### src/rtl/vram_pkg.sv
// Shared types and constants for the VRAM port arbiter slice.
// Optional glyph write protection is enabled with VRAM_ARB_VGA_PROTECT_EN.
package vram_pkg;

   typedef enum logic [1:0] {
      TAG_NONE   = 2'd0,
      TAG_VGA    = 2'd1,
      TAG_CPU_RD = 2'd2,
      TAG_CPU_WR = 2'd3
   } tag_e;

   typedef enum logic {
      C_IDLE = 1'b0,
      C_BUSY = 1'b1
   } cpu_state_e;

   localparam logic [3:0]  GLYPH_REGION = 4'b0111;
   localparam logic [14:0] FB_OFFSET    = 15'h2000;

   // Top four address bits select the glyph library.
   function automatic logic is_glyph(input logic [3:0] hi);
      return hi == GLYPH_REGION;
   endfunction

endpackage

### src/rtl/vram_wait_counter.sv
// Saturating CPU wait counter with registered starvation flag.
module vram_wait_counter #(
   parameter int LIMIT = 31
) (
   input  logic CLK,
   input  logic RST_N,
   input  logic inc_i,
   input  logic clr_i,
   output logic starve_o
);

   localparam int W = $clog2(LIMIT + 1);

   logic [W-1:0] cnt_q, cnt_d;
   logic         starve_q, starve_d;

   always_comb begin
      cnt_d = cnt_q;
      if (clr_i)
         cnt_d = '0;
      else if (inc_i && (cnt_q != {W{1'b1}}))
         cnt_d = cnt_q + 1'b1;
      starve_d = (cnt_d >= W'(LIMIT));
   end

   always_ff @(posedge CLK or negedge RST_N) begin
      if (!RST_N) begin
         cnt_q    <= '0;
         starve_q <= 1'b0;
      end else begin
         cnt_q    <= cnt_d;
         starve_q <= starve_d;
      end
   end

   assign starve_o = starve_q;

endmodule

### src/rtl/vram_port_arbiter.sv
// VRAM port A arbiter: fixed-latency VGA reads, CPU req/ack in idle slots.
// Define VRAM_ARB_VGA_PROTECT_EN to block CPU writes to the glyph library.
module vram_port_arbiter
   import vram_pkg::*;
#(
   parameter int ADDR_W       = 15,
   parameter int DATA_W       = 16,
   parameter int STARVE_LIMIT = 31
) (
   input  logic              CLK,
   input  logic              RST_N,
   input  logic              vga_req,
   input  logic [ADDR_W-1:0] vga_addr,
   output logic              vga_rvalid,
   output logic [DATA_W-1:0] vga_rdata,
   input  logic              cpu_req,
   input  logic              cpu_we,
   input  logic [ADDR_W-1:0] cpu_addr,
   input  logic [DATA_W-1:0] cpu_wdata,
   output logic              cpu_ack,
   output logic [DATA_W-1:0] cpu_rdata,
   output logic              cpu_starve,
   output logic              mem_en,
   output logic              mem_we,
   output logic [ADDR_W-1:0] mem_addr,
   output logic [DATA_W-1:0] mem_din,
   input  logic [DATA_W-1:0] mem_dout
`ifdef VRAM_ARB_VGA_PROTECT_EN
   ,
   output logic              prot_err
`endif
);

   cpu_state_e        st_q, st_d;
   tag_e              tag1_q, tag1_d;
   tag_e              tag2_q;
   logic              mem_en_q, mem_en_d;
   logic              mem_we_q, mem_we_d;
   logic [ADDR_W-1:0] mem_addr_q, mem_addr_d;
   logic [DATA_W-1:0] mem_din_q, mem_din_d;
   logic [DATA_W-1:0] vga_rdata_q;
   logic [DATA_W-1:0] cpu_rdata_q;
   logic              cpu_elig;
   logic              cpu_issue;
   logic              wait_inc;
`ifdef VRAM_ARB_VGA_PROTECT_EN
   logic              prot_set;
   logic              prot_q;
`endif

   assign cpu_elig = (st_q == C_IDLE) && cpu_req;

   // Issue stage: VGA always wins the slot.
   always_comb begin
      tag1_d     = TAG_NONE;
      mem_en_d   = 1'b0;
      mem_we_d   = 1'b0;
      mem_addr_d = mem_addr_q;
      mem_din_d  = mem_din_q;
      cpu_issue  = 1'b0;
`ifdef VRAM_ARB_VGA_PROTECT_EN
      prot_set   = 1'b0;
`endif
      priority case (1'b1)
         vga_req: begin
            tag1_d     = TAG_VGA;
            mem_en_d   = 1'b1;
            mem_addr_d = vga_addr;
         end
         cpu_elig: begin
            cpu_issue = 1'b1;
            if (cpu_we) begin
               tag1_d = TAG_CPU_WR;
`ifdef VRAM_ARB_VGA_PROTECT_EN
               if (is_glyph(cpu_addr[ADDR_W-1 -: 4])) begin
                  prot_set = 1'b1;
               end else begin
                  mem_en_d   = 1'b1;
                  mem_we_d   = 1'b1;
                  mem_addr_d = cpu_addr;
                  mem_din_d  = cpu_wdata;
               end
`else
               mem_en_d   = 1'b1;
               mem_we_d   = 1'b1;
               mem_addr_d = cpu_addr;
               mem_din_d  = cpu_wdata;
`endif
            end else begin
               tag1_d     = TAG_CPU_RD;
               mem_en_d   = 1'b1;
               mem_addr_d = cpu_addr;
            end
         end
         default: ;
      endcase
   end

   assign cpu_ack    = (tag2_q == TAG_CPU_RD) || (tag2_q == TAG_CPU_WR);
   assign vga_rvalid = (tag2_q == TAG_VGA);
   assign vga_rdata  = vga_rvalid ? mem_dout : vga_rdata_q;
   assign cpu_rdata  = (tag2_q == TAG_CPU_RD) ? mem_dout : cpu_rdata_q;

   // Busy until the CPU return slot fires, so req is ignored in the ack cycle.
   always_comb begin
      st_d = st_q;
      unique case (st_q)
         C_IDLE: if (cpu_issue) st_d = C_BUSY;
         C_BUSY: if (cpu_ack)   st_d = C_IDLE;
         default: st_d = C_IDLE;
      endcase
   end

   always_ff @(posedge CLK or negedge RST_N) begin
      if (!RST_N) begin
         st_q        <= C_IDLE;
         tag1_q      <= TAG_NONE;
         tag2_q      <= TAG_NONE;
         mem_en_q    <= 1'b0;
         mem_we_q    <= 1'b0;
         mem_addr_q  <= '0;
         mem_din_q   <= '0;
         vga_rdata_q <= '0;
         cpu_rdata_q <= '0;
      end else begin
         st_q        <= st_d;
         tag1_q      <= tag1_d;
         tag2_q      <= tag1_q;
         mem_en_q    <= mem_en_d;
         mem_we_q    <= mem_we_d;
         mem_addr_q  <= mem_addr_d;
         mem_din_q   <= mem_din_d;
         vga_rdata_q <= vga_rdata;
         cpu_rdata_q <= cpu_rdata;
      end
   end

`ifdef VRAM_ARB_VGA_PROTECT_EN
   always_ff @(posedge CLK or negedge RST_N) begin
      if (!RST_N) prot_q <= 1'b0;
      else        prot_q <= prot_q | prot_set;
   end

   assign prot_err = prot_q;
`endif

   assign mem_en   = mem_en_q;
   assign mem_we   = mem_we_q;
   assign mem_addr = mem_addr_q;
   assign mem_din  = mem_din_q;

   assign wait_inc = cpu_elig && !cpu_issue;

   vram_wait_counter #(
      .LIMIT(STARVE_LIMIT)
   ) u_wait (
      .CLK     (CLK),
      .RST_N   (RST_N),
      .inc_i   (wait_inc),
      .clr_i   (cpu_issue),
      .starve_o(cpu_starve)
   );

endmodule

### config.mk
export PLATFORM = sky130hd
export DESIGN_NAME = vram_port_arbiter
export DESIGN_NICKNAME = d
export VERILOG_FILES = /design/src/rtl/vram_pkg.sv /design/src/rtl/vram_wait_counter.sv /design/src/rtl/vram_port_arbiter.sv
export SDC_FILE = /design/constraint.sdc
export NUM_CORES = 1
export LEC_CHECK = 0
export ABC_AREA = 1
export CAP_MARGIN = 20
export CORE_MARGIN = 8
export CORE_UTILIZATION = 30
export CTS_CLUSTER_DIAMETER = 50
export CTS_CLUSTER_SIZE = 10
export DETAILED_ROUTE_END_ITERATION = 10
export PLACE_DENSITY = 0.75
export SETUP_SLACK_MARGIN = 0.2
export SYNTH_ARGS = -nofsm -noshare
export SYNTH_HDL_FRONTEND = slang
export SYNTH_SLANG_ARGS = --single-unit
### constraint.sdc
create_clock -name CLK -period 1.6 [get_ports CLK]
set_input_delay 0.16 -clock CLK [delete_from_list [all_inputs] [get_ports CLK]]
set_output_delay 0.16 -clock CLK [all_outputs]
set_load 0.005 [all_outputs]
Word-level counts from Yosys, hierarchy flattened
Cells that the tools add are included.

Input bits: 67. Register bits: 76. Bits in latches: 0. Memory bits (writable): 0. Logic and storage cells: 44. Memories kept: 0. ROM bits: 0.

Multipliers: 0. Muxes and demuxes: 18. Divide/modulo/power cells: 0. Order comparisons: 1. Equal/unequal tests: 4. Bitwise gates (word level): 2. Shifts and indexed selects: 0. Add/subtract/negate cells: 1. Reduce and logical (&&, ||, !) cells: 7.

Operators by type and width (count): 2-to-1 mux 16 bit (2); 2-to-1 mux 15 bit (2); 2-to-1 mux 5 bit (2); 2-to-1 mux 1 bit (9); adder 5 x 1 -> 5 bit, second input constant (1); greater-or-equal comparator 5 bit, second input constant (1); != test 5 bit, second input constant (1); equality test 2 bit, second input constant (2); 2-to-1 mux 2 bit (2); logical AND 1 bit (3); AND reduction 3 bit (1); equality test 2 x 1 -> 1 bit, second input constant (1); inverter 1 bit (2); one-hot mux 1 bit (2 select lines) (1); nonzero test 2 bit (1); logical NOT 1 bit (1); logical OR 1 bit (1).

Logic depth before layout (Yosys ltp)
Depth in word-level cells: 10. Gate-level depth with buffers: 12. Mapped depth without buffers: 12.

Cells and area by module
From an unflattened synthesis, not the netlist that was laid out.

Cells, all modules: 370. Area total of the unflattened synthesis: 3225.6 um2.

Modules (own cells, without submodules): vram_port_arbiter (cells an instance 325, area each 2881.5 um2, instances 1); vram_wait_counter (cells an instance 45, area each 344.1 um2, instances 1).

Least setup slack after synthesis
Ideal clock, no wire load.

Kind: register to register. Start: register u_wait.cnt_q[0]. End: register u_wait.starve_q, in the netlist u_wait.starve_o. Path buffers: 0. Data required time: 1.529 ns. Slack: 0.082 ns. Arrival: 1.446 ns. Library setup time: 0.071 ns. Stages on the path, launching flop included: 12. Cell sequence: dfrtp_1 > ha_1 > nand2_1 > nor2_1 > ha_1 > nor2_4 > nand2_2 > nand2_1 > nand3_1 > nor2_1 > nand2_1 > nor2_1.

Longest elaborated chain between the ends: 5.

RTL lines: start: declaration (RTL line vram_wait_counter.sv:14) `logic [W-1:0] cnt_q, cnt_d;`; start signal: assignment (RTL line vram_wait_counter.sv:31) `cnt_q <= cnt_d;`; branches (longest 2 deep; another with adder 5 x 1 -> 5 bit); 2-to-1 mux 5 bit * (RTL line vram_wait_counter.sv:21) `else if (inc_i && (cnt_q != {W{1'b1}}))`; 2-to-1 mux 5 bit * (RTL line vram_wait_counter.sv:19) `if (clr_i)`; greater-or-equal comparator 5 bit * (RTL line vram_wait_counter.sv:23) `starve_d = (cnt_d >= W'(LIMIT));`; net u_wait.starve_d (RTL line vram_wait_counter.sv:15) `logic starve_q, starve_d;`; end signal: assignment (RTL line vram_wait_counter.sv:32) `starve_q <= starve_d;`; end: declaration (RTL line vram_wait_counter.sv:15).

Mark *: on every way through the listed nets, which the timed path passes. A chain may end at the register's enable or synchronous reset.

Worst setup path after layout
Start: register tag2_q[1]. End: output port vga_rdata[13].

Longest elaborated chain between the ends: 2.

RTL lines: start: declaration (RTL line vram_port_arbiter.sv:36) `tag_e tag2_q;`; start signal: assignment (RTL line vram_port_arbiter.sv:128) `tag2_q <= tag1_q;`; equality test 2 x 1 -> 1 bit (RTL line vram_port_arbiter.sv:100) `assign vga_rvalid = (tag2_q == TAG_VGA);`; 2-to-1 mux 16 bit (RTL line vram_port_arbiter.sv:101) `assign vga_rdata = vga_rvalid ? mem_dout : vga_rdata_q;`; end: declaration (RTL line vram_port_arbiter.sv:15) `output logic [DATA_W-1:0] vga_rdata,`.

No other way between the ends.

==> flow_metrics.env <==
export IMPL_synth_compound_area_share_pct=8.58
export IMPL_vias=2942
export IMPL_power_density_nw_per_um2=1420
export IMPL_syn_nets=407
export IMPL_critPathBufInv=4
export IMPL_grt_usage_pct=14.4
export IMPL_grt_pass1_wl_um=15300
export IMPL_nets=584
export IMPL_end_kind="output pin"
export IMPL_power_leakage_nw=2.76
export IMPL_die_x_um=117
export IMPL_synthMuxAreaShare_pct=0
export IMPL_io_buffers=134
export IMPL_finalSetupTns_ns=-1.21
export IMPL_finalWirelength_um=10200
export IMPL_diodes=0
export IMPL_htree_num_levels=3
export IMPL_grt_setup_unrepaired="true"
export IMPL_final_util_pct=55.1
export IMPL_clkLatencyLatePin_ns=0.35
export IMPL_final_area_um2=5590
export IMPL_synth_edff_count=0
export IMPL_holdWs_ns=0.294
export IMPL_final_antenna_net_count=0
export IMPL_wl_per_cell_um=15.7
export IMPL_layout_setup_ws_ns=-0.107
export IMPL_syn_inst=338
export IMPL_grt_ovfl_total=0
export IMPL_cts_inserted_buffers=9
export IMPL_ioPinCount=135
export IMPL_synthXorXnorAreaFrac_pct=0.285
export IMPL_clock_root_buffer="clkbuf_8"
export IMPL_synth_ff_type="dfrtp_1"
export IMPL_synth_cell_types=21
export IMPL_grt_max_degree=45
export IMPL_period_needed_ns=1.71
export IMPL_synth_top_family_by_area="simple AND/OR/NAND/NOR gates"
export IMPL_cts_sinks=76
export IMPL_drcViolationCount=0
export IMPL_crit_required_ns=1.44
export IMPL_slew_violations=0
export IMPL_finalCritPeriodShare_pct=107
export IMPL_place_congestion=0.785
export IMPL_cp_max_fo=5
export IMPL_yosys_area_share_adder_pct=0.813
export IMPL_status="finished, violations left"
export IMPL_die_area_um2=13800
export IMPL_hp_class="primary input to asynchronous set/reset pin"
export IMPL_ys_async_sr_fraction_pct=100
export IMPL_cap_violations=0
export IMPL_design_core_area_um2=10100
export IMPL_yosysTopAreaCell="dfrtp_1"
export IMPL_critPathMaxStageDelay_ns=0.42
export IMPL_synthTopCellsByArea="dfrtp_1 62%, nand2_1 15%, o21ai_0 5.5%"
export IMPL_worst_pin_slew_ns=0.449
export IMPL_synth_top_area_share_pct=61.8
export IMPL_dr_pass1_iters=4
export IMPL_syn_avg_cell_area_um2=9.10
export IMPL_antenna_found_initial=0
export IMPL_clkTransAtPathRegs_ns=0.08
export IMPL_via_per_inst=4.50
export IMPL_synth_seq_cells=76
export IMPL_hold_violations=0
export IMPL_crit_chain="nor2_4 -> inv_4 -> buf_12 -> buf_16 -> o21ai_4 -> buf_2"
export IMPL_first_global_vias=3140
export IMPL_ys_seq_area_share_pct=61.8
export IMPL_crit_family="buffers and inverters"
export IMPL_maxSlewHeadroom_pct=70.1
export IMPL_initial_core_util_pct=30.3
export IMPL_cts_tree="built"
export IMPL_synth_simple_area_share_pct=21.6
export IMPL_clockBufferDepth=2
export IMPL_cp_slowest_cell="dfrtp_1"
export IMPL_cp_arrival_ns=1.55
export IMPL_peakVddDrop_mv=0.478
export IMPL_placed_area_um2=4750
export IMPL_drive_above_1_share_pct=34.4
export IMPL_rows=37
export IMPL_start_kind="flop"
export IMPL_yosys_warnings=0
export IMPL_violations="setup timing"
export IMPL_syn_area_um2=3080
export IMPL_fmax_mhz=586
export IMPL_area_growth_pct=81.7
export IMPL_dp_hpwl_um=6570
export IMPL_die_y_um=117
export IMPL_finalSetupViolCount=27
export IMPL_fin_skew_ns=0.0110
export IMPL_drt_iter0_markers=137
export IMPL_critPathKind="flop to output pin"
## flip-flops by register name (all words and copies together), names as in the netlist
name / cells
mem_we: 1
mem_addr: 15
tag1_q: 2
tag2_q: 2
vga_rdata_q: 16
mem_en: 1
u_wait.cnt_q: 5
u_wait.starve_o: 1
st_q: 1
mem_din: 16
cpu_rdata_q: 16
## routing by layer
layer  share of wire [%]  wire (µm)  vias to the layer above  track usage [%]
met5                   0          0                        -                0
met4                 2.5        253                        0             6.48
met3                 9.1        929                       19             6.00
met2                  49       5040                      115             24.1
met1                  39       4020                     1400             15.7
li1                    -          -                     1408                -
## synth_stat cells (2+ instances only)
| cell | count |
|---|---|
| ha_1 | 2 |
| nor2_8 | 2 |
| a31oi_1 | 15 |
| dfrtp_1 | 76 |
| buf_2 | 4 |
| o21ai_0 | 34 |
| inv_1 | 32 |
| buf_4 | 2 |
| inv_2 | 2 |
| nor2_1 | 22 |
| nand3_1 | 7 |
| clkbuf_1 | 8 |
| nand2_1 | 124 |
## power breakdown
part	internal [mW]	leakage, nW	switching [mW]
clock network	0.787	0.0983	0.657
logic	1.89	1.74	1.62
registers	2.59	0.922	0.388
## per-stage QoR
stage | instances | total power [mW] | worst slack (ns)
5_1_grt | 654 | 8.43 | -0.182
4_1_cts | 649 | 7.57 | -0.0772
3_5_place_dp | 618 | 5.85 | -0.160
6_report | 654 | 7.93 | -0.107
2_1_floorplan | 338 | 3.86 | 0.190
3_3_place_gp | 618 | 5.76 | -0.0915
## logic make-up after synthesis
family | after synthesis
and+or+nand+nor | 160
DFF | 76
buffers and inverters | 50
AOI/OAI and AO/OA | 49
adders and majority gates | 2
xor gates and xnor gates | 1
## repair_timing
| item | 4_1_cts | 5_1_grt |
|---|---|---|
| pin swaps | 7 | 10 |
| cloned | 4 | 1 |
| hold endpoints to repair | 32 | 0 |
| setup endpoints to repair | 64 | 45 |
| gates resized for setup | 274 | 53 |
| hold buffers | 1 | 0 |
| setup buffers | 12 | 4 |
## final timing paths
| check | start | end | slack [ns] | depth (start not counted) |
|---|---|---|---|---|
| max | tag2_q[1] | vga_rdata[13] | -0.11 | 6 |
| min | RST_N | cpu_rdata_q[3] | 0.29 | 2 |
| max reg2reg | u_wait.cnt_q[0] | u_wait.starve_o | -0.09 | 11 |
| min reg2reg | tag1_q[0] | tag2_q[0] | 0.35 | 0 |
| max in group asynchronous | RST_N | mem_din[7] | 0.69 | 3 |
| min in group CLK | cpu_wdata[5] | mem_din[5] | 0.35 | 3 |
## area by class of cell
| class | instances | area, µm² |
|---|---|---|
| Fill cell | 863 | 4550 |
| Sequential cell | 76 | 1900 |
| Timing Repair Buffer | 181 | 1730 |
| Multi-Input combinational cell | 212 | 1460 |
| Tap cell | 136 | 170 |
| Clock buffer | 12 | 155 |
| Inverter | 35 | 139 |
| Clock inverter | 2 | 35.0 |
## cell usage in the layout, fill, tap and decap left out, drive strengths merged
master	n
dlygate4sd2	25
nand3b	1
nand2	126
bufinv	1
clkinv	1
clkdlybuf4s50	69
a31oi	15
nand3	7
buf	80
nor3	1
nor2	25
ha	2
xnor2	1
clkbuf	13
dfrtp	76
dlygate4sd3	1
inv	35
dlymetal6s2s	5
o21ai	34
(Power assumes the default switching activity.)
